File: config.mk
export PLATFORM = sky130hd
export DESIGN_NAME = mem_arb
export DESIGN_NICKNAME = d
export VERILOG_FILES = /design/src/rtl/mem_arb.sv
export SDC_FILE = /design/constraint.sdc
export NUM_CORES = 1
export LEC_CHECK = 0
export ABC_AREA = 1
export ABC_CLOCK_PERIOD_IN_PS = 3100
export CORE_MARGIN = 2
export CORE_UTILIZATION = 45
export DETAILED_ROUTE_END_ITERATION = 12
export MAX_ROUTING_LAYER = met4
export PLACE_DENSITY = 0.81
export SLEW_MARGIN = 20
export SYNTH_ARGS = -nofsm -noshare
export SYNTH_HDL_FRONTEND = slang
export SYNTH_SLANG_ARGS = --single-unit
export TNS_END_PERCENT = 10
File: constraint.sdc
create_clock -name clk -period 3.1 [get_ports clk]
set_input_delay 0.62 -clock clk [delete_from_list [all_inputs] [get_ports clk]]
set_output_delay 0.62 -clock clk [all_outputs]
set_load 0.02 [all_outputs]
File: src/rtl/mem_arb.sv
// mem_arb: round-robin IC/LSB arbiter serialising word requests onto a byte-wide RAM/IO port
module mem_arb #(
   parameter int ADDR_W = 32,
   parameter logic [1:0] IO_HI = 2'b11
) (
   input  logic              clk,
   input  logic              rst,
   input  logic              iIC_En,
   input  logic [ADDR_W-1:0] iIC_Addr,
   output logic              oIC_En,
   output logic [31:0]       oIC_Dat,
   input  logic              iLS_En,
   input  logic              iLS_Wr,
   input  logic [1:0]        iLS_Len,
   input  logic [ADDR_W-1:0] iLS_Addr,
   input  logic [31:0]       iLS_Dat,
   output logic              oLS_En,
   output logic [31:0]       oLS_Dat,
   input  logic              iROB_Mp,
   input  logic [7:0]        iRAM_Din,
   output logic [7:0]        oRAM_Dout,
   output logic [ADDR_W-1:0] oRAM_A,
   output logic              oRAM_Wr,
   input  logic              iIO_Full
);
   typedef enum logic [1:0] {IDLE, RD, WR, RESP} state_t;
   state_t state, state_nx;
   logic [ADDR_W-1:0] addr, addr_nx, cur_a;
   logic [31:0] data, data_nx;
   logic [2:0] n, n_nx, k, k_nx, ls_n;
   logic [1:0] lane;
   logic own_ls, own_nx, wr, wr_nx, last, last_nx;
   logic grant_ls, grant_ic, stall, rd_act, pulse;
   assign cur_a = addr + ADDR_W'(k);
   assign lane = 2'(k - 3'd1);
   assign ls_n = iLS_Len == 2'd0 ? 3'd1 : iLS_Len == 2'd1 ? 3'd2 : 3'd4;
   assign grant_ls = iLS_En && (!iIC_En || !last);
   assign grant_ic = iIC_En && !grant_ls;
   assign stall = wr && addr[17:16] == IO_HI && iIO_Full;
   // In RD, k counts issue cycles; the byte for address k-1 arrives while k is driven
   always_comb begin
      state_nx = state;
      addr_nx = addr;
      data_nx = data;
      n_nx = n;
      k_nx = k;
      own_nx = own_ls;
      wr_nx = wr;
      last_nx = last;
      case (state)
         IDLE: if (!iROB_Mp && (grant_ls || grant_ic)) begin
            addr_nx = grant_ls ? iLS_Addr : iIC_Addr;
            n_nx = grant_ls ? ls_n : 3'd4;
            wr_nx = grant_ls && iLS_Wr;
            data_nx = (grant_ls && iLS_Wr) ? iLS_Dat : 32'd0;
            own_nx = grant_ls;
            last_nx = grant_ls;
            k_nx = 3'd0;
            state_nx = (grant_ls && iLS_Wr) ? WR : RD;
         end
         RD: if (iROB_Mp) begin
            state_nx = IDLE;
            k_nx = 3'd0;
         end else begin
            if (k != 3'd0) data_nx[{lane, 3'b000} +: 8] = iRAM_Din;
            if (k == n) state_nx = RESP;
            else k_nx = k + 3'd1;
         end
         WR: if (!stall) begin
            if (k == n - 3'd1) state_nx = RESP;
            else k_nx = k + 3'd1;
         end
         default: begin
            state_nx = IDLE;
            k_nx = 3'd0;
         end
      endcase
   end
   always_ff @(posedge clk) begin
      if (!rst) begin
         state <= IDLE;
         addr <= '0;
         data <= '0;
         n <= '0;
         k <= '0;
         own_ls <= 1'b0;
         wr <= 1'b0;
         last <= 1'b0;
      end else begin
         state <= state_nx;
         addr <= addr_nx;
         data <= data_nx;
         n <= n_nx;
         k <= k_nx;
         own_ls <= own_nx;
         wr <= wr_nx;
         last <= last_nx;
      end
   end
   assign rd_act = state == RD && k != n;
   assign oRAM_A = (rd_act || state == WR) ? cur_a : '0;
   assign oRAM_Wr = state == WR && !stall;
   assign oRAM_Dout = state == WR ? data[{k[1:0], 3'b000} +: 8] : 8'd0;
   // A flush seen during a read's response cycle cancels its completion
   assign pulse = state == RESP && !(iROB_Mp && !wr);
   assign oIC_En = pulse && !own_ls;
   assign oLS_En = pulse && own_ls;
   assign oIC_Dat = oIC_En ? data : 32'd0;
   assign oLS_Dat = (oLS_En && !wr) ? data : 32'd0;
endmodule

; Word level (Yosys, flattened, before mapping)
; Index checks and enable logic that the tools add are counted.
[classes]
eq_ne = 16
n_reduce_logical = 31
n_addsub = 5
shift = 3
mux = 27
[ops]
columns = operator, n
row1 = $mux W32, 8
row2 = $pmux W32 S2, 1
row3 = $add A32 B3 Y32, 1
row4 = $bwmux W32, 1
row5 = $shift A8 B7 Y32 const A, 1
row6 = $shiftx A32 B6 Y8, 1
row7 = $shiftx A8 B7 Y32, 1
row8 = $mux W3, 8
row9 = $logic_and A1 B1 Y1, 13
row10 = $mux W2, 6
row11 = $ne A2 B2 Y1 const B, 6
row12 = $reduce_and A4 Y1, 3
row13 = $pmux W3 S3, 1
row14 = $mux W8, 1
row15 = $logic_not A1 Y1, 7
row16 = $neg A5 Y7, 1
row17 = $eq A2 B2 Y1 const B, 3
row18 = $eq A3 B3 Y1, 2
row19 = $ne A3 B3 Y1 const B, 2
row20 = $pmux W2 S3, 1
row21 = $eq A2 B1 Y1 const B, 2
row22 = $logic_not A2 Y1, 2
row23 = $add A3 B1 Y3 const B, 1
row24 = $logic_or A1 B1 Y1, 3
row25 = 6 further kinds, 6
[totals]
reg_bits = 74
in_bits = 113

; Longest topological paths before layout
[depth]
depth_word = 9
depth_mapped = 14
depth_no_buf = 12

; Worst setup path after synthesis
; Ideal clock, no wire load.
[synth_timing]
path_type = register to output
startpoint = register k[1]
endpoint = output port oRAM_A[20]
path_buffers = 2
arrival_time_ns = 2.286
slack_ns = 0.194
stages_incl_launch_ff = 13
cell_sequence = dfxtp_1 -> buf_2 -> inv_1 -> clkbuf_1 -> fa_1 -> inv_1 -> nand2_1 -> nand2_1 -> nand2_1 -> nor2_1 -> nand4_1 -> and2_1 -> nor2_1
[synth_between]
elab_chain_cells = 4
elab_cells_between_ends = 5
cone_classes = 1 x add/sub / 1 x eq/ne / 1 x mux / 2 x reduce/logical
[synth_rtl]
columns = element, line
row1 = "start, declared", 30  ; logic [2:0] n, n_nx, k, k_nx, ls_n;
row2 = "start signal, assigned", 94  ; k <= k_nx;
row3 = "parallel branches: the longest is 3 deep, another holds $add A32 B3 Y32", -
row4 = $mux W32 *, 101  ; assign oRAM_A = (rd_act || state == WR) ? cur_a : '0;
row5 = "end, declared", 22  ; output logic [ADDR_W-1:0] oRAM_A,
; Mark *: on every way between the ends.

; Worst setup path in the final report
[layout_timing]
startpoint = input port iROB_Mp
endpoint = output port oIC_Dat[17]
[layout_between]
elab_chain_cells = 5
[layout_rtl]
columns = element, line
row1 = "start, declared", 19  ; input logic iROB_Mp,
row2 = $logic_and A1 B1 Y1, 105  ; assign pulse = state == RESP && !(iROB_Mp && !wr);
row3 = $logic_not A1 Y1, 105
row4 = $logic_and A1 B1 Y1, 105
row5 = $logic_and A1 B1 Y1, 106  ; assign oIC_En = pulse && !own_ls;
row6 = $mux W32, 108  ; assign oIC_Dat = oIC_En ? data : 32'd0;
row7 = "end, declared", 11  ; output logic [31:0] oIC_Dat,
; No other way between the ends.

==> flow_metrics.tcl <==
set metrics [dict create \
    clkLatencyLatePin_ns 0.35 \
    floorplan.rows 40 \
    dr.pass1.iters 5 \
    worstMarginPinSlew_ns 0.6718 \
    yosysWarningCount 0 \
    r2r_start "k[0]$_SDFFE_PN0P_" \
    syn_inst 982 \
    initial_utilization_pct 46.44 \
    hp-start "n[0]$_SDFFE_PN0P_" \
    ys_async_sr_fraction_pct 0 \
    synth-seq-cells 74 \
    post-route-util_pct 68.83 \
    clkPwrFrac_pct 19.7 \
    coreArea_um2 12110 \
    grt_pass1_wl_um 32000 \
    io_pins 220 \
    diodes 0 \
    finalSetupTns_ns 0 \
    drtAntennaViolNets 0 \
    power_density_nw_per_um2 625.8 \
    r2r_slack_ns 0.76 \
    grt_max_degree 39 \
    swShare_pct 46.53 \
    grtUsageTotal_pct 31.29 \
    p_comb_share_pct 53.3 \
    p_leak_nw 4.070 \
    hpwl_um 15810 \
    cp.required_ns 2.48 \
    totalWireLength_um 21140 \
    startpoint_type "input pin" \
    max_freq_mhz 327.5 \
    die_height_um 115.8 \
    cp_max_fo 15 \
    syn_area_per_cell_um2 5.727 \
    antenna_found_initial 0 \
    internal_power_w 0.002790 \
    grt_remaining_overflow 0 \
    ctsHoldBuffers 0 \
    cts_sinks 74 \
    clk_path_buf_depth 2 \
    finalSetupViolations 0 \
    synth_edf_count 0 \
    yosysUniqueCellTypes 32 \
    path_class "in2out" \
    drt-initial-drc-count 783 \
    seq_area_frac_synth_pct 26.34 \
    synth.top_cell.area_share_pct 26.34 \
    numPortBuffers 219 \
    post-route-period-util_pct 98.50 \
    die_w_um 115.8 \
    ir_drop_mv 0.4178 \
    layout-drive-gt1-share_pct 6.850 \
    register_area_um2 1481 \
    worst_ep_arrival_time_ns 2.43 \
    gp_congestion 1.045 \
    root_buffer "clkbuf_16" \
    netlist_area_um2 5624 \
    maxSlewViolCount 0 \
    fin_cells 1365 \
    switchingPower_w 0.002428 \
    htree_levels 3 \
    syn_nets 1110 \
    dp.cells 1349 \
    startpoint "iROB_Mp" \
    grt_pass1_vias 6486 \
    p_seq_share_pct 26.9 \
    critPathCaptureType "primary output" \
    hold_path.class "reg2reg" \
    power.total_w 0.005217 \
    cap_violations 0 \
    slew_headroom_pct 55.15 \
    vias 7260 \
    dieArea_um2 13410 \
    multiInputGateArea_um2 3556 \
    wire_per_inst_um 15.49 \
    layout_min_cycle_time_ns 3.054 \
    yosys.area.top_type "dfxtp_1" \
    whs_path_depth 2 \
    r2r_cells 9 \
    area_growth_pct 48.23 \
    outcome "finished, final reports clean" \
    synthFlopType "dfxtp_1" \
    rsz0062_at_grt "yes" \
    synthTopCellsByArea "dfxtp_1 (26%), nand2_1 (16%), nor2_1 (14%)" \
    dp_slack_ns -0.01810 \
    cts_tree "yes" \
    clk_pin_slew_ns 0.05 \
    drc_errors 0 \
    cts_buffers 9 \
    nFillCells 1073 \
    viasPerCell 5.319 \
    r2r_end "data[18]$_SDFFE_PN0P_" \
    setup_ws_ns 0.04646 \
    fin_skew_ns 0.01291 \
    hold_viol 0 \
    hold_end "n[0]$_SDFFE_PN0P_" \
    final_nets 1322 \
]
-- what timing repair did --
item                                    4_1_cts  5_1_grt
gates resized for setup                      40       72
pin swaps                                     0        1
endpoints found under the setup margin       61       91
buffers inserted                              0        2
-- cell usage in the layout, fill, tap and decap left out, types with 9 or more instances in the layout --
cell             count
ha_1                14
clkbuf_2            14
nand2_1            233
dlymetal6s2s_1      32
nand3_1             63
a21oi_1            102
buf_4               26
clkdlybuf4s50_1    158
clkbuf_16            9
nor2_1             205
o21ai_0             82
dfxtp_1             74
dlygate4sd2_1       11
nand4_1             13
inv_1               91
-- metal layers --
metal,track usage (%),up-vias,routed length (um)
met5,-,-,0
met1,38.20,3292,8590
met3,6.433,32,1919
li1,-,3548,-
met2,51.50,388,10120
met4,10.87,0,507
-- worst max path at each step --
stage	endpoint	slack, ns	cells after the start
detailed placement	oIC_Dat[16]	-0.02	8
global route	oRAM_A[28]	-0.08	12
CTS	oRAM_A[31]	-0.15	11
finish	oIC_Dat[17]	0.05	8
global placement	oRAM_A[20]	0.03	12
floorplan	oRAM_A[20]	0.19	12
-- state kept, by name, indices dropped and copies added (netlist names) --
name / count
addr: 32
data: 32
k: 3
last: 1
n: 3
state: 2
wr: 1
-- stage by stage --
step | cell area (um2) | hold WS, ns
2_1_floorplan | 5624 | 0.4541
3_3_place_gp | 8013 | 0.4807
3_5_place_dp | 8013 | 0.4877
4_1_cts | 8278 | 0.4964
5_1_grt | 8337 | 0.5226
6_report | 8337 | 0.4985
-- layout make-up --
type | instances | share of cell area, %
Multi-Input combinational cell | 762 | 42.65
Timing Repair Buffer | 249 | 29.27
Sequential cell | 74 | 17.77
Inverter | 98 | 4.487
Clock buffer | 11 | 2.792
Tap cell | 168 | 2.521
Clock inverter | 3 | 0.5103
-- power by group through the flow --
stage / clock network (W) / logic (W) / registers, W
after floorplan: 0 / 0.00195 / 0.00136
after global placement: 0 / 0.00270 / 0.00141
after detailed placement: 0 / 0.00274 / 0.00142
after CTS: 0.00104 / 0.00273 / 0.00140
after global routing: 0.00108 / 0.00309 / 0.00143
final: 0.00103 / 0.00278 / 0.00141
-- critical path, stage by stage --
cell             delay (ns)
clkdlybuf4s50_1        0.44
inv_1                  0.09
o21ai_1                0.08
nor2_1                 0.20
inv_2                  0.12
buf_12                 0.16
nor2_1                 0.10
clkdlybuf4s50_1        0.61
-- cells by family after synthesis --
family / count (synthesis) / synth area share (%)
AO/OA/AOI/OAI: 199 / 18.78
XOR/XNOR: 12 / 1.869
adder cells (fa/ha/maj): 15 / 3.471
buffers and inverters: 146 / 11.19
flip-flops: 74 / 26.34
AND/OR/NAND/NOR: 536 / 38.35
-- synth_stat cells, drive strengths merged (8+ instances only) --
cell type / n
nand3: 63
nor2: 214
dfxtp: 74
ha: 14
clkbuf: 19
inv: 97
nor3: 8
nand2: 236
buf: 29
a21oi: 102
nand4: 13
o21ai: 91
Note: power is estimated with default switching activity, not from simulation.
